<file path="src/rtl/fifo_wr_arbiter_pkg.sv">
// fifo_wr_arbiter_pkg: shared types and helpers for the FIFO write-port arbiter (package fifo_arb_pkg).
package fifo_arb_pkg;
   typedef enum logic {IDLE, LOCK} state_t;
   localparam int STAT_W = 16;
   function automatic int cnt_w(input int burst_len);
      return $clog2(burst_len + 1);
   endfunction
endpackage

</file>
<file path="src/rtl/fifo_wr_arbiter_if.sv">
// fifo_wr_arbiter_if: requester handshakes plus FIFO write side; grant_cnt exists only with FIFO_ARB_STATS_EN.
interface fifo_wr_arbiter_if #(parameter int NUM_REQ = 4, parameter int WIDTH = 8, parameter int ID_W = 2);
   import fifo_arb_pkg::*;
   logic [NUM_REQ-1:0]       req_valid;
   logic [NUM_REQ*WIDTH-1:0] req_data;
   logic [NUM_REQ-1:0]       req_ready;
   logic                     fifo_full;
   logic                     fifo_wr_en;
   logic [WIDTH-1:0]         fifo_data;
   logic [ID_W-1:0]          grant_id;
   logic                     busy;
`ifdef FIFO_ARB_STATS_EN
   logic [NUM_REQ*STAT_W-1:0] grant_cnt;
   modport master (input req_valid, req_data, fifo_full,
                   output req_ready, fifo_wr_en, fifo_data, grant_id, busy, grant_cnt);
   modport slave  (output req_valid, req_data, fifo_full,
                   input req_ready, fifo_wr_en, fifo_data, grant_id, busy, grant_cnt);
`else
   modport master (input req_valid, req_data, fifo_full,
                   output req_ready, fifo_wr_en, fifo_data, grant_id, busy);
   modport slave  (output req_valid, req_data, fifo_full,
                   input req_ready, fifo_wr_en, fifo_data, grant_id, busy);
`endif
endinterface

</file>
<file path="src/rtl/fifo_wr_arbiter_rr_pick.sv">
// rr_pick: combinational round-robin pick, first set request at or after start (modulo N).
module rr_pick #(parameter int N = 4, parameter int ID_W = 2) (
   input  logic [N-1:0]    req,
   input  logic [ID_W-1:0] start,
   output logic [ID_W-1:0] winner,
   output logic            any_valid
);
   // Scan from the farthest offset down so the nearest valid request is written last.
   always_comb begin
      winner = start;
      any_valid = 1'b0;
      for (int k = N - 1; k >= 0; k--) begin
         if (req[(int'(start) + k) % N]) begin
            winner = ID_W'((int'(start) + k) % N);
            any_valid = 1'b1;
         end
      end
   end
endmodule

</file>
<file path="src/rtl/fifo_wr_arbiter.sv">
// fifo_wr_arbiter: round-robin burst-locking arbiter sharing one FIFO write port.
// Define FIFO_ARB_STATS_EN to add saturating per-requester beat counters on grant_cnt.
module fifo_wr_arbiter
   import fifo_arb_pkg::*;
#(
   parameter int NUM_REQ   = 4,
   parameter int WIDTH     = 8,
   parameter int BURST_LEN = 4,
   parameter int ID_W      = 2
) (
   input logic clk,
   input logic rst_n,
   fifo_wr_arbiter_if.master bus
);
   localparam int CW = cnt_w(BURST_LEN);
   state_t state, state_nx;
   logic [ID_W-1:0] owner, owner_nx, rr_ptr, rr_nx, winner, sel;
   logic [CW-1:0] beat_cnt, beat_nx;
   logic any_valid, xfer;
   logic [NUM_REQ-1:0] ready;

   function automatic logic [ID_W-1:0] inc(input logic [ID_W-1:0] id);
      return (int'(id) == NUM_REQ - 1) ? '0 : id + 1'b1;
   endfunction

   rr_pick #(.N(NUM_REQ), .ID_W(ID_W)) u_pick (
      .req(bus.req_valid), .start(rr_ptr), .winner(winner), .any_valid(any_valid)
   );

   always_comb begin
      sel = (state == LOCK) ? owner : winner;
      xfer = rst_n && bus.req_valid[sel] && !bus.fifo_full;
      state_nx = state;
      owner_nx = owner;
      rr_nx = rr_ptr;
      beat_nx = beat_cnt;
      if (state == IDLE) begin
         if (xfer && any_valid) begin
            if (BURST_LEN == 1) rr_nx = inc(winner);
            else begin
               state_nx = LOCK;
               owner_nx = winner;
               beat_nx = CW'(1);
            end
         end
      end else if (!bus.req_valid[owner] || (xfer && (beat_cnt + 1'b1) == CW'(BURST_LEN))) begin
         state_nx = IDLE;
         rr_nx = inc(owner);
         beat_nx = '0;
      end else if (xfer) beat_nx = beat_cnt + 1'b1;
   end

   always_ff @(posedge clk) begin
      if (!rst_n) begin
         state <= IDLE;
         owner <= '0;
         rr_ptr <= '0;
         beat_cnt <= '0;
      end else begin
         state <= state_nx;
         owner <= owner_nx;
         rr_ptr <= rr_nx;
         beat_cnt <= beat_nx;
      end
   end

   assign ready          = xfer ? (NUM_REQ'(1) << sel) : '0;
   assign bus.req_ready  = ready;
   assign bus.fifo_wr_en = xfer;
   assign bus.fifo_data  = xfer ? bus.req_data[sel*WIDTH +: WIDTH] : '0;
   assign bus.grant_id   = rst_n ? sel : '0;
   assign bus.busy       = rst_n && state == LOCK;

`ifdef FIFO_ARB_STATS_EN
   logic [NUM_REQ*STAT_W-1:0] cnt;
   always_ff @(posedge clk) begin
      if (!rst_n) cnt <= '0;
      else
         for (int i = 0; i < NUM_REQ; i++)
            if (ready[i] && cnt[i*STAT_W +: STAT_W] != '1)
               cnt[i*STAT_W +: STAT_W] <= cnt[i*STAT_W +: STAT_W] + 1'b1;
   end
   assign bus.grant_cnt = cnt;
`endif
endmodule

</file>
<file path="src/flat_wrapper.sv">
// flat-port wrapper written by rule: the top's interface ports become plain ports
module fifo_wr_arbiter_flat import fifo_arb_pkg::*;
#(
   parameter int NUM_REQ   = 4,
   parameter int WIDTH     = 8,
   parameter int BURST_LEN = 4,
   parameter int ID_W      = 2
)
  (clk, rst_n, bus_req_valid, bus_req_data, bus_fifo_full, bus_req_ready, bus_fifo_wr_en, bus_fifo_data, bus_grant_id, bus_busy);
  fifo_wr_arbiter_if #(.NUM_REQ(NUM_REQ), .WIDTH(WIDTH), .ID_W(ID_W)) bus_i ();
  input logic clk;
  input logic rst_n;
  input wire logic [$bits(bus_i.req_valid)-1:0] bus_req_valid;
  input wire logic [$bits(bus_i.req_data)-1:0] bus_req_data;
  input wire logic [$bits(bus_i.fifo_full)-1:0] bus_fifo_full;
  output wire logic [$bits(bus_i.req_ready)-1:0] bus_req_ready;
  output wire logic [$bits(bus_i.fifo_wr_en)-1:0] bus_fifo_wr_en;
  output wire logic [$bits(bus_i.fifo_data)-1:0] bus_fifo_data;
  output wire logic [$bits(bus_i.grant_id)-1:0] bus_grant_id;
  output wire logic [$bits(bus_i.busy)-1:0] bus_busy;
  assign bus_i.req_valid = bus_req_valid;
  assign bus_i.req_data = bus_req_data;
  assign bus_i.fifo_full = bus_fifo_full;
  assign bus_req_ready = bus_i.req_ready;
  assign bus_fifo_wr_en = bus_i.fifo_wr_en;
  assign bus_fifo_data = bus_i.fifo_data;
  assign bus_grant_id = bus_i.grant_id;
  assign bus_busy = bus_i.busy;
  fifo_wr_arbiter #(.NUM_REQ(NUM_REQ), .WIDTH(WIDTH), .BURST_LEN(BURST_LEN), .ID_W(ID_W)) u_core (.clk(clk), .rst_n(rst_n), .bus(bus_i));
endmodule
</file>
<file path="config.mk">
export PLATFORM = sky130hd
export DESIGN_NAME = fifo_wr_arbiter_flat
export DESIGN_NICKNAME = d
export VERILOG_FILES = /design/src/rtl/fifo_wr_arbiter_pkg.sv /design/src/rtl/fifo_wr_arbiter_if.sv /design/src/rtl/fifo_wr_arbiter_rr_pick.sv /design/src/rtl/fifo_wr_arbiter.sv /design/src/flat_wrapper.sv
export SDC_FILE = /design/constraint.sdc
export NUM_CORES = 1
export LEC_CHECK = 0
export BUFFER_PORTS_ARGS = -buffer_cell sky130_fd_sc_hd__buf_2
export CAP_MARGIN = 20
export CELL_PAD_IN_SITES_DETAIL_PLACEMENT = 2
export CELL_PAD_IN_SITES_GLOBAL_PLACEMENT = 2
export CORE_MARGIN = 3
export CORE_UTILIZATION = 23
export CTS_BUF_LIST = sky130_fd_sc_hd__clkbuf_8
export DETAILED_ROUTE_END_ITERATION = 12
export PLACE_DENSITY = 0.79
export SLEW_MARGIN = 0
export SYNTH_ARGS = -nofsm -noshare
export SYNTH_HDL_FRONTEND = slang
export SYNTH_HIERARCHICAL = 1
export SYNTH_SLANG_ARGS = --single-unit
export TNS_END_PERCENT = 5
</file>
<file path="constraint.sdc">
create_clock -name clk -period 2.2 [get_ports clk]
set_clock_uncertainty 0.15 [all_clocks]
set_input_delay 0.11 -clock clk [delete_from_list [all_inputs] [get_ports clk]]
set_output_delay 0.11 -clock clk [all_outputs]
set_load 0.02 [all_outputs]
</file>
# After elaboration in Yosys (flattened, before gate mapping)
# Index checks and enable logic that the tools add are counted.
# totals
register_bits	8
inputBits	39
output_inout_bits	16
# classes
add_sub_neg	5
order_cmp	6
eq_ne	3
shifts	2
n_mux	35
n_bitwise	4
reduce_logical	15
# op_table
op	count
indexed part select 32 x 6 -> 8 bit	1
two-way mux 1 bit	16
two-way mux 2 bit	7
binary-select mux 1 bit (select 2 bit)	6
< comparator 3 x 4 -> 1 bit, second input constant	3
two-way mux 3 bit	4
< comparator 2 x 3 -> 1 bit, second input constant	3
two-way mux 8 bit	1
AND reduction 2 bit	3
OR reduction 2 bit	3
logical AND 1 bit	5
adder 2 x 1 -> 2 bit, second input constant	2
adder 2 bit, second input constant	2
two-way mux 4 bit	1
left shift 1 x 2 -> 4 bit, first input constant	1
adder 3 x 1 -> 3 bit, second input constant	1
AND 1 bit, first input constant	3
equality test 3 bit, second input constant	1
!= test 3 bit, second input constant	1
equality test 2 x 1 -> 1 bit, second input constant	1
logical NOT 1 bit	2
nonzero test 2 bit	1
logical OR 1 bit	1
inverter 1 bit	1

# Logic depth before layout (Yosys ltp)
# Gate-level depths: netlist of the first run.
# depth
depth_word	19
mapped_depth	9
depth_no_buf	8

# Modules after synthesis
# The synthesis of the first run kept the hierarchy.
# modules_own_cells
module	instances	cells_per_inst	area_each_um2	seq_area_each_um2
fifo_wr_arbiter	1	91	947.2	160.2
rr_pick	1	16	100.1	0.0

# Worst setup path before layout of the first run
# Ideal clock, no wire load.
# synth_timing
kind	flip-flop to output port
from	register u_core.rr_ptr[0]
to	output port bus_req_ready[1]
t_arrival_ps	2328
t_required_ps	1940
path_slack_ps	-388
stages_incl_launch_ff	10
path_buffers	1
path_cell_list	dfxtp_1 > and2b_2 > or4_1 > nand2_1 > nor3b_1 > o21ai_2 > a41oi_2 > buf_2 > nand2_1 > nor2_1
# synth_via
elab_chain_len	14
# synth_lines
element	line	rtl
from (decl)	fifo_wr_arbiter.sv:17	logic [ID_W-1:0] owner, owner_nx, rr_ptr, rr_nx, winner, sel;
from (signal assigned)	fifo_wr_arbiter.sv:62	rr_ptr <= rr_nx;
adder 2 bit	fifo_wr_arbiter_rr_pick.sv:13, fifo_wr_arbiter_rr_pick.sv:14	
binary-select mux 1 bit (select 2 bit)	fifo_wr_arbiter_rr_pick.sv:13	if (req[(int'(start) + k) % N]) begin
two-way mux 1 bit (not written as such) (2 in series)	fifo_wr_arbiter_rr_pick.sv:13	
two-way mux 2 bit (3 in series)	fifo_wr_arbiter_rr_pick.sv:13	
two-way mux 2 bit (*)	fifo_wr_arbiter_rr_pick.sv:13	
named net u_core.winner[1]	fifo_wr_arbiter.sv:17	
two-way mux 2 bit (*)	fifo_wr_arbiter.sv:31	sel = (state == LOCK) ? owner : winner;
binary-select mux 1 bit (select 2 bit) (*)	fifo_wr_arbiter.sv:32	xfer = rst_n && bus.req_valid[sel] && !bus.fifo_full;
two-way mux 1 bit (not written as such) (*)	fifo_wr_arbiter.sv:32	
logical AND 1 bit (*) (2 in series)	fifo_wr_arbiter.sv:32	
named net bus_fifo_wr_en	flat_wrapper.sv:17	output wire logic [$bits(bus_i.fifo_wr_en)-1:0] bus_fifo_wr_en;
two-way mux 4 bit (*)	fifo_wr_arbiter.sv:67	assign ready = xfer ? (NUM_REQ'(1) << sel) : '0;
to (decl)	flat_wrapper.sv:16	output wire logic [$bits(bus_i.req_ready)-1:0] bus_req_ready;
# Mark *: on every way through the listed nets, which the timed path passes. The rest lies on a longest branch. The select of a mux whose other input is x is not followed.

# Worst setup path in the final report of the first run
# layout_timing
from	register u_core.rr_ptr[1]
to	output port bus_req_ready[3]
# layout_via
elab_chain_len	14
# layout_lines
element	line
adder 2 bit	fifo_wr_arbiter_rr_pick.sv:13, fifo_wr_arbiter_rr_pick.sv:14
binary-select mux 1 bit (select 2 bit)	fifo_wr_arbiter_rr_pick.sv:13
two-way mux 1 bit (not written as such) (2 in series)	fifo_wr_arbiter_rr_pick.sv:13
two-way mux 2 bit (3 in series)	fifo_wr_arbiter_rr_pick.sv:13
two-way mux 2 bit (*)	fifo_wr_arbiter_rr_pick.sv:13
named net u_core.winner[1]	fifo_wr_arbiter.sv:17
two-way mux 2 bit (*)	fifo_wr_arbiter.sv:31
binary-select mux 1 bit (select 2 bit)	fifo_wr_arbiter.sv:32
two-way mux 1 bit (not written as such)	fifo_wr_arbiter.sv:32
logical AND 1 bit (2 in series)	fifo_wr_arbiter.sv:32
two-way mux 4 bit (*)	fifo_wr_arbiter.sv:67
# Marks and branches as above.

==> results of run 1 <==
==> metal layers <==
metal	vias to the layer above	global-route usage [%]	wire length (um)
met5	-	0	0
met4	0	4.83	62
met3	6	1.50	82
met2	21	34.3	2650
met1	583	18.7	1700
li1	548	-	-
==> layout by cell type, fill, tap and decap left out, drive strengths merged, types with 3 or more instances in the layout <==
cell / instances
buf: 74
and3: 4
inv: 4
clkbuf: 3
nor2b: 3
nor2: 5
mux4: 9
and2: 9
ha: 3
dfxtp: 8
a21oi: 4
nand2: 9
a41oi: 3
o21ai: 6
mux2i: 4
and2b: 3
and3b: 3
nor3b: 4
nor3: 3
==> through the flow <==
stage | util, % | cell area, um^2 | hold WS [ns] | power, uW | setup slack [ns]
6_report | 40.9 | 1720 | 0.0650 | 714 | -0.475
3_5_place_dp | 36.0 | 1510 | 0.313 | 491 | -0.250
2_1_floorplan | - | 1100 | 0.228 | 375 | -0.128
3_3_place_gp | 36.0 | 1510 | 0.297 | 474 | -0.205
4_1_cts | 39.8 | 1670 | 0.0692 | 709 | -0.450
5_1_grt | 40.9 | 1720 | 0.0747 | 762 | -0.589
==> registers in the layout, summed over array words and instances, names as in the netlist <==
signal           cells
u_core/beat_cnt      3
u_core/owner         2
u_core/rr_ptr        2
u_core/state         1
==> Yosys cell counts <==
cell | number | area [um^2]
sky130_fd_sc_hd__mux4_2 | 9 | 203
sky130_fd_sc_hd__nand2_1 | 9 | 33.8
sky130_fd_sc_hd__and2_1 | 8 | 50.1
sky130_fd_sc_hd__dfxtp_1 | 8 | 160
sky130_fd_sc_hd__nor2_1 | 5 | 18.8
sky130_fd_sc_hd__and3_1 | 4 | 25.0
sky130_fd_sc_hd__inv_1 | 4 | 15.0
sky130_fd_sc_hd__nor3b_1 | 4 | 30.0
sky130_fd_sc_hd__a21oi_1 | 3 | 15.0
sky130_fd_sc_hd__buf_6 | 3 | 33.8
sky130_fd_sc_hd__ha_1 | 3 | 37.5
sky130_fd_sc_hd__mux2i_1 | 3 | 30.0
sky130_fd_sc_hd__nor2b_1 | 3 | 18.8
sky130_fd_sc_hd__o21ai_0 | 3 | 15.0
sky130_fd_sc_hd__o21ai_2 | 3 | 26.3
sky130_fd_sc_hd__a21boi_0 | 2 | 15.0
sky130_fd_sc_hd__a41oi_2 | 2 | 32.5
sky130_fd_sc_hd__and2b_2 | 2 | 17.5
sky130_fd_sc_hd__and3b_1 | 2 | 17.5
sky130_fd_sc_hd__buf_2 | 2 | 10.0
sky130_fd_sc_hd__nand2b_1 | 2 | 12.5
sky130_fd_sc_hd__nor3_1 | 2 | 10.0
sky130_fd_sc_hd__o21a_1 | 2 | 15.0
sky130_fd_sc_hd__a21oi_2 | 1 | 8.76
sky130_fd_sc_hd__a2bb2o_2 | 1 | 11.3
sky130_fd_sc_hd__a2bb2oi_1 | 1 | 8.76
sky130_fd_sc_hd__a311oi_1 | 1 | 8.76
sky130_fd_sc_hd__a31oi_4 | 1 | 21.3
sky130_fd_sc_hd__a41oi_4 | 1 | 27.5
sky130_fd_sc_hd__and2_2 | 1 | 7.51
sky130_fd_sc_hd__and2b_1 | 1 | 7.51
sky130_fd_sc_hd__and3b_2 | 1 | 10.0
sky130_fd_sc_hd__and4b_1 | 1 | 10.0
sky130_fd_sc_hd__dlygate4sd1_1 | 1 | 8.76
sky130_fd_sc_hd__mux2i_2 | 1 | 13.8
sky130_fd_sc_hd__nand4b_1 | 1 | 8.76
sky130_fd_sc_hd__nor3_2 | 1 | 10.0
sky130_fd_sc_hd__o221a_2 | 1 | 11.3
sky130_fd_sc_hd__o2bb2ai_1 | 1 | 8.76
sky130_fd_sc_hd__or2_2 | 1 | 6.26
sky130_fd_sc_hd__or3b_2 | 1 | 8.76
sky130_fd_sc_hd__or4_1 | 1 | 7.51
==> power groups by stage <==
| stage | Clock [uW] | Sequential [uW] | Combinational (uW) |
|---|---|---|---|
| 2_1_floorplan | 0 | 163 | 212 |
| 3_3_place_gp | 0 | 168 | 306 |
| 3_5_place_dp | 0 | 169 | 322 |
| 4_1_cts | 188 | 168 | 354 |
| 5_1_grt | 196 | 170 | 396 |
| 6_report | 180 | 168 | 366 |
==> cell type report <==
cell class / instances / area (um^2) / area share [%]
Sequential cell: 8 / 163 / 9.47
Timing Repair Buffer: 74 / 519 / 30.2
Inverter: 4 / 15.0 / 0.874
Clock buffer: 3 / 41.3 / 2.40
Multi-Input combinational cell: 89 / 917 / 53.4
Tap cell: 50 / 62.6 / 3.64
==> worst max-delay path by stage <==
stage,slack [ns],cells past startpoint,endpoint,from
floorplan,-0.13,9,bus_req_ready[1],u_core/rr_ptr[0]
finish,-0.47,9,bus_req_ready[3],u_core/rr_ptr[1]
CTS,-0.45,9,bus_req_ready[3],u_core/rr_ptr[1]
global placement,-0.20,9,bus_req_ready[3],u_core/rr_ptr[0]
detailed placement,-0.25,9,u_core/beat_cnt[1],u_core/rr_ptr[0]
global route,-0.59,9,bus_req_ready[3],u_core/rr_ptr[1]
==> repair_timing <==
item,4_1_cts,5_1_grt
gates cloned,1,0
pin swaps,9,5
endpoints found under the setup margin,23,23
buffers inserted,2,0
gates resized for setup,34,11
endpoints found under the hold margin,0,0
==> cell families after synthesis <==
logic type | Yosys count
adder cells (fa/ha/maj) | 3
multiplexers | 13
flip-flops | 8
AND/OR/NAND/NOR | 50
AO/OA/AOI/OAI | 23
buffers and inverters | 10
==> critical path, stage by stage, from the launching register on <==
cell and delay (ns):
sky130_fd_sc_hd__dfxtp_2 0.32, sky130_fd_sc_hd__and3b_1 0.16, sky130_fd_sc_hd__or4_4 0.54, sky130_fd_sc_hd__nand2_4 0.11
sky130_fd_sc_hd__and4b_1 0.21, sky130_fd_sc_hd__a41oi_2 0.06, sky130_fd_sc_hd__a41oi_2 0.30, sky130_fd_sc_hd__buf_6 0.17
sky130_fd_sc_hd__nor3b_4 0.18, sky130_fd_sc_hd__buf_6 0.14
==> results.md, run 1 <==
* Outcome: finished with violations
* Failing checks: negative setup slack
* Slew at the pin closest to its max-slew limit at about 0.44 ns
* Total count of max-transition violations in the final report at 0
* Post-synthesis share of cell area spent on full adders, half adders and majority gates at 3.58%
* Area growth from synthesis to layout at 64.0%
* Net load switching power at around 250 uW
* Headroom to the max-slew limit at about 70%
* Initial Util at 24.9%
* Static leakage at approximately 0.0008 uW
* Number of failing hold endpoints at the final stage at 0
* Critical path capture point type: primary output
* Flip-flop and latch count after synthesis at 8
* Clk slew on worst S/H paths at about 0.040 ns
* Detailed-route wire length at 4500 um
* Share of total power in sequential cells at 23.5%
* Post-Synthesis Cells at between 100 and 150
* H-tree lvl count at 1
* Dominant combinational cell family by area after synthesis: simple AND/OR/NAND/NOR gates
* Detail Route Antenna Nets at 0
* Num ports at 55
* Launch instance of the worst register-to-register path: u_core/rr_ptr[1]
* Slack of the worst reg-to-reg path at -0.27 ns
* Relative contribution of combinational cells to total power at 51.3%
* Cell Count Post-Placement at 222
* Avg Synthesized Cell Area at 9.79 um^2
* Time the worst path needs with I/O delays and setup at 2.67 ns
* Clock latency on the worst-skew pair at 0.23 ns
* Via count of the first global-routing pass at 1422
* Multiplexer fraction of the synthesized cell area at about a quarter
* CTS Root Buffer Type: sky130_fd_sc_hd__clkbuf_8
* Number of rows in the core area at 23
* Drt pass-1 iters at 3
* Period utilisation layout at 122%
* Pint at approximately 470 uW
* Wire length of the first global-routing pass at 7120 um
* Average via count per standard cell at 5.08
* First-iteration detailed-routing DRC count at 35
* Wire per inst at approximately 20 um
* Maximum number of pins on one net before global-route repair at 13
* Global Route Usage Sum at about 17%
* Vert. Die Dim at 73.5 um
* Yosys warns at 6
* Cell count of the worst hold path at 2
* Summed negative setup slack over all endpoints at -7.31 ns
* Combined area of all synthesized cells at ~1000 um^2
* Final worst-path setup slack at -0.475 ns
* Antenna violations before repair at 0
* Setup-violating endpoint count in the final report at 23
* Die area at approximately 5400 um^2
* Worst supply voltage drop on vdd at approximately 0.27 mV
* Area of the core at approximately 4200 um^2
* Crit Reg-Reg Endpoint: u_core/owner[0]
* Crit start category: register
* Worst Setup Path Type: register to primary output
* Syn_nets at 149
* Final estimated routing congestion in global placement at 0.828
* Clock sink count at 8
* Critical path fanouts, max at 7
* Net switching fraction of the power at around a third
* Count of filler cells inserted in the layout at around 460
* Areal power density over the cells at about 420 nW/um^2
* Min-Delay Endpoint: u_core/owner[1]
* Via count at roughly 1200
* Number of buffers created by CTS at 3
* Worst hold-check path type: input pin to register
* # hold bufs at CTS at 0
* Worst Reg-to-Reg Cells at 9
* Number of nets in the layout at around 220
* Register area share after synthesis at around 15%
* CTS tree: yes
* Antenna fix cells at 0
* Post-synthesis share of cell area spent on and, or, nand and nor gates at 29.6%
* Required time worst endpoint at just under 2 ns
* Fraction of the mapped netlist area in compound gates at a little over a fifth
* Arrival time of the worst setup path at 2.41 ns
* Share of total power in the clock network at approximately a quarter
* F_max at 0.374 GHz
* GRT Residual Overflow at 0
* Worst Min Path Start: rst_n
* Number of DRC violations after detailed routing at 0
* Maximum buffer depth of the clock tree at 2
* Unrepaired setup endpoints after global routing: true
* DP Wirelength at approximately 3500 um
* Number of library cell types mapped by synthesis at between 40 and 50
* Share of the synthesized netlist area taken by xor and xnor gates at 0%
* Floorplan die width at between 70 and 80 um
* Ratio of cells with drive above 1 in the final layout at between 60% and 70%
* Number of standard cells in the layout, taps in and fillers out at 228
* Count of maximum capacitance violations at 0
* Count of input and output buffers at 54
No activity file was read; power rests on OpenSTA's default activity.
==> run 2: changes to the inputs <==
CORE_MARGIN = unset   (was 3)
SKIP_CTS_REPAIR_TIMING = 1   (was unset)
==> results.md, run 2 (synthesis results as in run 1) <==
* Outcome: finished with violations
* Failing checks: negative setup slack
* Critical path fanouts, max at 6
* Count of maximum capacitance violations at 0
* Areal power density over the cells at roughly 420 nW/um^2
* Maximum number of pins on one net before global-route repair at 13
* Floorplan die width at 69.5 um
* Total count of max-transition violations in the final report at 0
* Number of buffers created by CTS at 3
* Count of filler cells inserted in the layout at 482
* Number of DRC violations after detailed routing at 0
* Overall power of the completed layout at about 700 uW
* Cell Chain, Critical Path: and3b_1, or4_4, nand2_4, and4b_1, a41oi_2, a41oi_2, buf_4, nor3b_2, buf_4
* Clock sink count at 8
* Detail Route Antenna Nets at 0
* Area growth from synthesis to layout at 63.4%
* Clk slew on worst S/H paths at approximately 0.040 ns
* Crit path max-delay cell type: sky130_fd_sc_hd__or4_4
* Leading cell types in the layout, fill and taps excluded: 39 x sky130_fd_sc_hd__buf_2, 33 x sky130_fd_sc_hd__buf_4, 9 x sky130_fd_sc_hd__mux4_2, 7 x sky130_fd_sc_hd__and2_2, 7 x sky130_fd_sc_hd__nand2_1
* Num ports at 55
* Top register by number of flip-flops: u_core/beat_cnt
* Detailed-route wire length at 4130 um
* Number of nets in the layout at ~230
* Vert. Die Dim at between 60 and 70 um
* Worst hold-check path type: input pin to register
* Arrival time of the worst setup path at around 2.4 ns
* Required time worst endpoint at around 1.9 ns
* Antenna fix cells at 0
* Headroom to the max-slew limit at between 70% and 80%
* Delay of the slowest critical-path stage at ~0.56 ns
* Average via count per standard cell at 5.06
* Worst setup slack before clock tree synthesis at -0.311 ns
* Via count of the first global-routing pass at around 1300
* Final estimated routing congestion in global placement at around 0.77
* Share of total power in sequential cells at a little under a quarter
* Slew at the pin closest to its max-slew limit at between 0.3 and 0.4 ns
* Period utilisation layout at 123%
* Drt pass-1 iters at 3
* Worst supply voltage drop on vdd at roughly 0.18 mV
* Number of rows in the core area at 24
* Area of the core at between 4000 and 5000 um^2
* GRT Residual Overflow at 0
* Worst hold slack at 0.0784 ns
* Relative contribution of combinational cells to total power at 51.7%
* F_max at 0.371 GHz
* Wire length of the first global-routing pass at 6200 um
* Count of input and output buffers at 54
* Cell Count Post-Placement at 225
* Via count at 1185
* Initial Util at between 20% and 30%
* Pint at around 470 uW
* Clock latency on the worst-skew pair at 0.23 ns
* Crit start category: register
* Largest registers: u_core/beat_cnt x3, u_core/owner x2, u_core/rr_ptr x2
* CTS Root Buffer Type: sky130_fd_sc_hd__clkbuf_8
* CTS tree: yes
* Static leakage at ~0.0008 uW
* Area of the multi-input gates at 908 um^2
* Global Route Usage Sum at roughly 16%
* Critical path capture point type: primary output
* Worst Setup Path Type: register to primary output
* First-iteration detailed-routing DRC count at 33
* Final worst-path setup slack at -0.497 ns
* Number of failing hold endpoints at the final stage at 0
* Time the worst path needs with I/O delays and setup at roughly 2.7 ns
* Net switching fraction of the power at about a third
* Wire per inst at between 15 and 20 um
* Ratio of cells with drive above 1 in the final layout at between 60 and 70%
* Most common library cell in the layout ignoring fill and taps: sky130_fd_sc_hd__buf_2
* Antenna violations before repair at 0
* Sequential cell area at 163 um^2
* Unrepaired setup endpoints after global routing: true
* DP Wirelength at just over 3000 um
* Max reg flops at 3
* H-tree lvl count at 1
* Net load switching power at 246 uW
* Share of total power in the clock network at approximately 25%
* Summed negative setup slack over all endpoints at -9.41 ns
* Number of standard cells in the layout, taps in and fillers out at between 200 and 250
* Setup-violating endpoint count in the final report at 23
* Maximum buffer depth of the clock tree at 2
* Die area at ~4800 um^2
[run 2: routing by layer]
layer / share of wire [%] / GRT usage (%) / up-vias
li1: - / - / 559
met2: 56 / 30.9 / 48
met1: 38 / 16.9 / 578
met5: 0 / 0 / -
met3: 5.8 / 3.49 / 0
met4: 0 / 3.63 / 0
[run 2: critical path, delay by kind of cell (launching register included)]
kind	cells	cell delay (ns)
AND/OR/NAND/NOR	5	1.25
buffers and inverters	2	0.34
flip-flops	1	0.33
AO/OA/AOI/OAI	2	0.29
[run 2: final cells by class]
type                            instances  share of cell area, %
Sequential cell                         8                   9.50
Timing Repair Buffer                   78                   30.3
Clock buffer                            3                   2.41
Tap cell                               52                   3.80
Inverter                                4                  0.877
Multi-Input combinational cell         89                   53.1
[run 2: final timing paths]
check | from | endpoint | slack [ns] | cells past startpoint
min reg2reg | u_core/beat_cnt[2] | u_core/beat_cnt[2] | 0.33 | 1
max | u_core/rr_ptr[1] | bus_req_ready[3] | -0.50 | 9
min | rst_n | u_core/owner[0] | 0.08 | 2
max reg2reg | u_core/rr_ptr[1] | u_core/beat_cnt[1] | -0.45 | 11
[run 2: power by group through the flow]
stage          registers (uW)  logic (uW)  clock network [uW]
3_3_place_gp              166         307                   0
6_report                  166         370                 178
5_1_grt                   168         396                 188
4_1_cts                   165         328                 181
2_1_floorplan             163         212                   0
3_5_place_dp              168         325                   0
[run 2: stage by stage]
step | area [um^2] | utilization (%)
2_1_floorplan | 1100 | -
3_3_place_gp | 1520 | 35.0
3_5_place_dp | 1520 | 35.0
4_1_cts | 1570 | 35.9
5_1_grt | 1710 | 39.3
6_report | 1710 | 39.3
==> run 3: changes to the inputs <==
CORE_MARGIN = 8   (was unset)
SETUP_SLACK_MARGIN = 0.5   (was unset)
==> results.md, run 3 (synthesis results as in run 1) <==
* Worst setup slack before clock tree synthesis at -0.316 ns
* Via count of the first global-routing pass at approximately 1300
* Cell Chain, Critical Path: and3b_1, or4_4, nand2_4, and4b_1, a41oi_2, a41oi_2, buf_4, and3_4, buf_6
* Launch instance of the worst register-to-register path: u_core/rr_ptr[1]
* Total count of max-transition violations in the final report at 0
* Worst Setup Path Type: register to primary output
* First-iteration detailed-routing DRC count at 12
* Setup-violating endpoint count in the final report at 22
* Headroom to the max-slew limit at 69.9%
* GRT Residual Overflow at 0
* Gate family responsible for the most delay along the worst path: simple AND/OR/NAND/NOR gates
* Die area at about 7000 um^2
* Areal power density over the cells at between 400 and 500 nW/um^2
* Average via count per standard cell at 5.09
* Startpoint of the worst setup timing path: u_core/rr_ptr[1]
* Floorplan die width at between 80 and 90 um
* End of the critical path: bus_req_ready[0]
* Worst path bufs/invs at 2
* Area growth from synthesis to layout at 65.0%
* Maximum buffer depth of the clock tree at 2
* Share of total power in sequential cells at a little under a quarter
* Relative contribution of combinational cells to total power at a little over half
* Outcome: finished with violations
* Delay of the slowest critical-path stage at around 0.54 ns
* Antenna fix cells at 0
* Count of input and output buffers at 54
* Crit Reg-Reg Endpoint: u_core/beat_cnt[1]
* Largest registers: u_core/beat_cnt x3, u_core/owner x2, u_core/rr_ptr x2
* Final estimated routing congestion in global placement at about 0.87
* Crit path max-delay cell type: sky130_fd_sc_hd__or4_4
* Net switching fraction of the power at about a third
* Top register by number of flip-flops: u_core/beat_cnt
* CP most frequent cell: sky130_fd_sc_hd__a41oi_2
* Clock latency on the worst-skew pair at between 0.2 and 0.25 ns
* Crit start category: register
* Area of the core at about 4400 um^2
* Number of failing hold endpoints at the final stage at 0
* Static leakage at 0.000783 uW
* Ratio of cells with drive above 1 in the final layout at a little over two thirds
* Critical path capture point type: primary output
* Pint at roughly 470 uW
* Global Route Usage Sum at about an eighth
* Number of DRC violations after detailed routing at 0
* Final worst-path setup slack at -0.490 ns
* Wire per inst at 21.1 um
* Max reg flops at 3
* F_max at 0.372 GHz
* Via count at 1187
* Number of buffers created by CTS at 3
* Unrepaired setup endpoints after global routing: true
* Vert. Die Dim at between 80 and 90 um
* Slew at the pin closest to its max-slew limit at around 0.45 ns
* Stages on the worst setup path at 9
* H-tree lvl count at 1
* Num ports at 55
* Net load switching power at about 250 uW
* Worst Reg-to-Reg Cells at 10
* Summed negative setup slack over all endpoints at -9.01 ns
* CTS tree: yes
* Slack of the worst reg-to-reg path at -0.42 ns
* Failing checks: negative setup slack
* Clk slew on worst S/H paths at 0.04 ns
* Share of total power in the clock network at 25.0%
* Detailed-route wire length at 4910 um
* Critical path fanouts, max at 6
* Maximum number of pins on one net before global-route repair at 13
* Clock sink count at 8
* Worst hold-check path type: input pin to register
* Number of nets in the layout at roughly 230
* Count of maximum capacitance violations at 0
* Arrival time of the worst setup path at roughly 2.4 ns
* Worst supply voltage drop on vdd at 0.221 mV
* Drt pass-1 iters at 2
* Wire length of the first global-routing pass at about 7000 um
* Antenna violations before repair at 0
* Required time worst endpoint at a little under 2 ns
* Time the worst path needs with I/O delays and setup at approximately 2.7 ns
* Leading cell types in the layout, fill and taps excluded: 40 x sky130_fd_sc_hd__buf_2, 27 x sky130_fd_sc_hd__buf_4, 9 x sky130_fd_sc_hd__buf_6, 9 x sky130_fd_sc_hd__mux4_2, 7 x sky130_fd_sc_hd__and2_2
* Most common library cell in the layout ignoring fill and taps: sky130_fd_sc_hd__buf_2
* Detail Route Antenna Nets at 0
* Initial Util at a little under a quarter
* Period utilisation layout at 122%
* CTS Root Buffer Type: sky130_fd_sc_hd__clkbuf_8
* Number of rows in the core area at 24
* DP Wirelength at approximately 3700 um
==> run 3: layout make-up <==
| type | instances | area, um^2 |
|---|---|---|
| Timing Repair Buffer | 77 | 524 |
| Sequential cell | 8 | 165 |
| Inverter | 4 | 15.0 |
| Fill cell | 475 | 2660 |
| Multi-Input combinational cell | 89 | 917 |
| Clock buffer | 3 | 41.3 |
| Tap cell | 52 | 65.1 |
==> run 3: worst min path at each step <==
stage                                  start                 end  slack [ns]  cells past startpoint
final                                  rst_n     u_core/owner[0]        0.07                      2
after global routing                   rst_n     u_core/owner[0]        0.09                      2
after CTS                              rst_n     u_core/owner[0]        0.07                      2
after detailed placement               rst_n     u_core/owner[0]        0.31                      2
after global placement    u_core/beat_cnt[2]  u_core/beat_cnt[2]        0.30                      1
after floorplan                bus_fifo_full        u_core/state        0.23                      3
==> run 3: per-stage QoR <==
stage,hold WS (ns),utilization (%),cell area [um^2],power [uW],cells
global placement,0.299,34.6,1520,475,224
finish,0.0707,39.4,1730,718,233
detailed placement,0.307,34.6,1520,493,224
global route,0.0913,39.4,1730,759,233
floorplan,0.228,-,1100,375,107
CTS,0.0678,35.5,1560,679,227
==> run 3: power by group through the flow <==
stage | Combinational, uW | Sequential (uW) | Clock, uW
finish | 374 | 165 | 180
global route | 399 | 167 | 194
CTS | 329 | 164 | 185
detailed placement | 326 | 167 | 0
global placement | 309 | 166 | 0
floorplan | 212 | 163 | 0
==> run 3: routing by layer <==
layer	global-route usage (%)	up-vias	wire length (um)	part of all wire, %
met4	4.24	0	55	1.1
met5	0	-	0	0
met2	21.9	50	2560	52
met1	13.1	576	1900	39
li1	-	556	-	-
met3	4.59	5	394	8.0
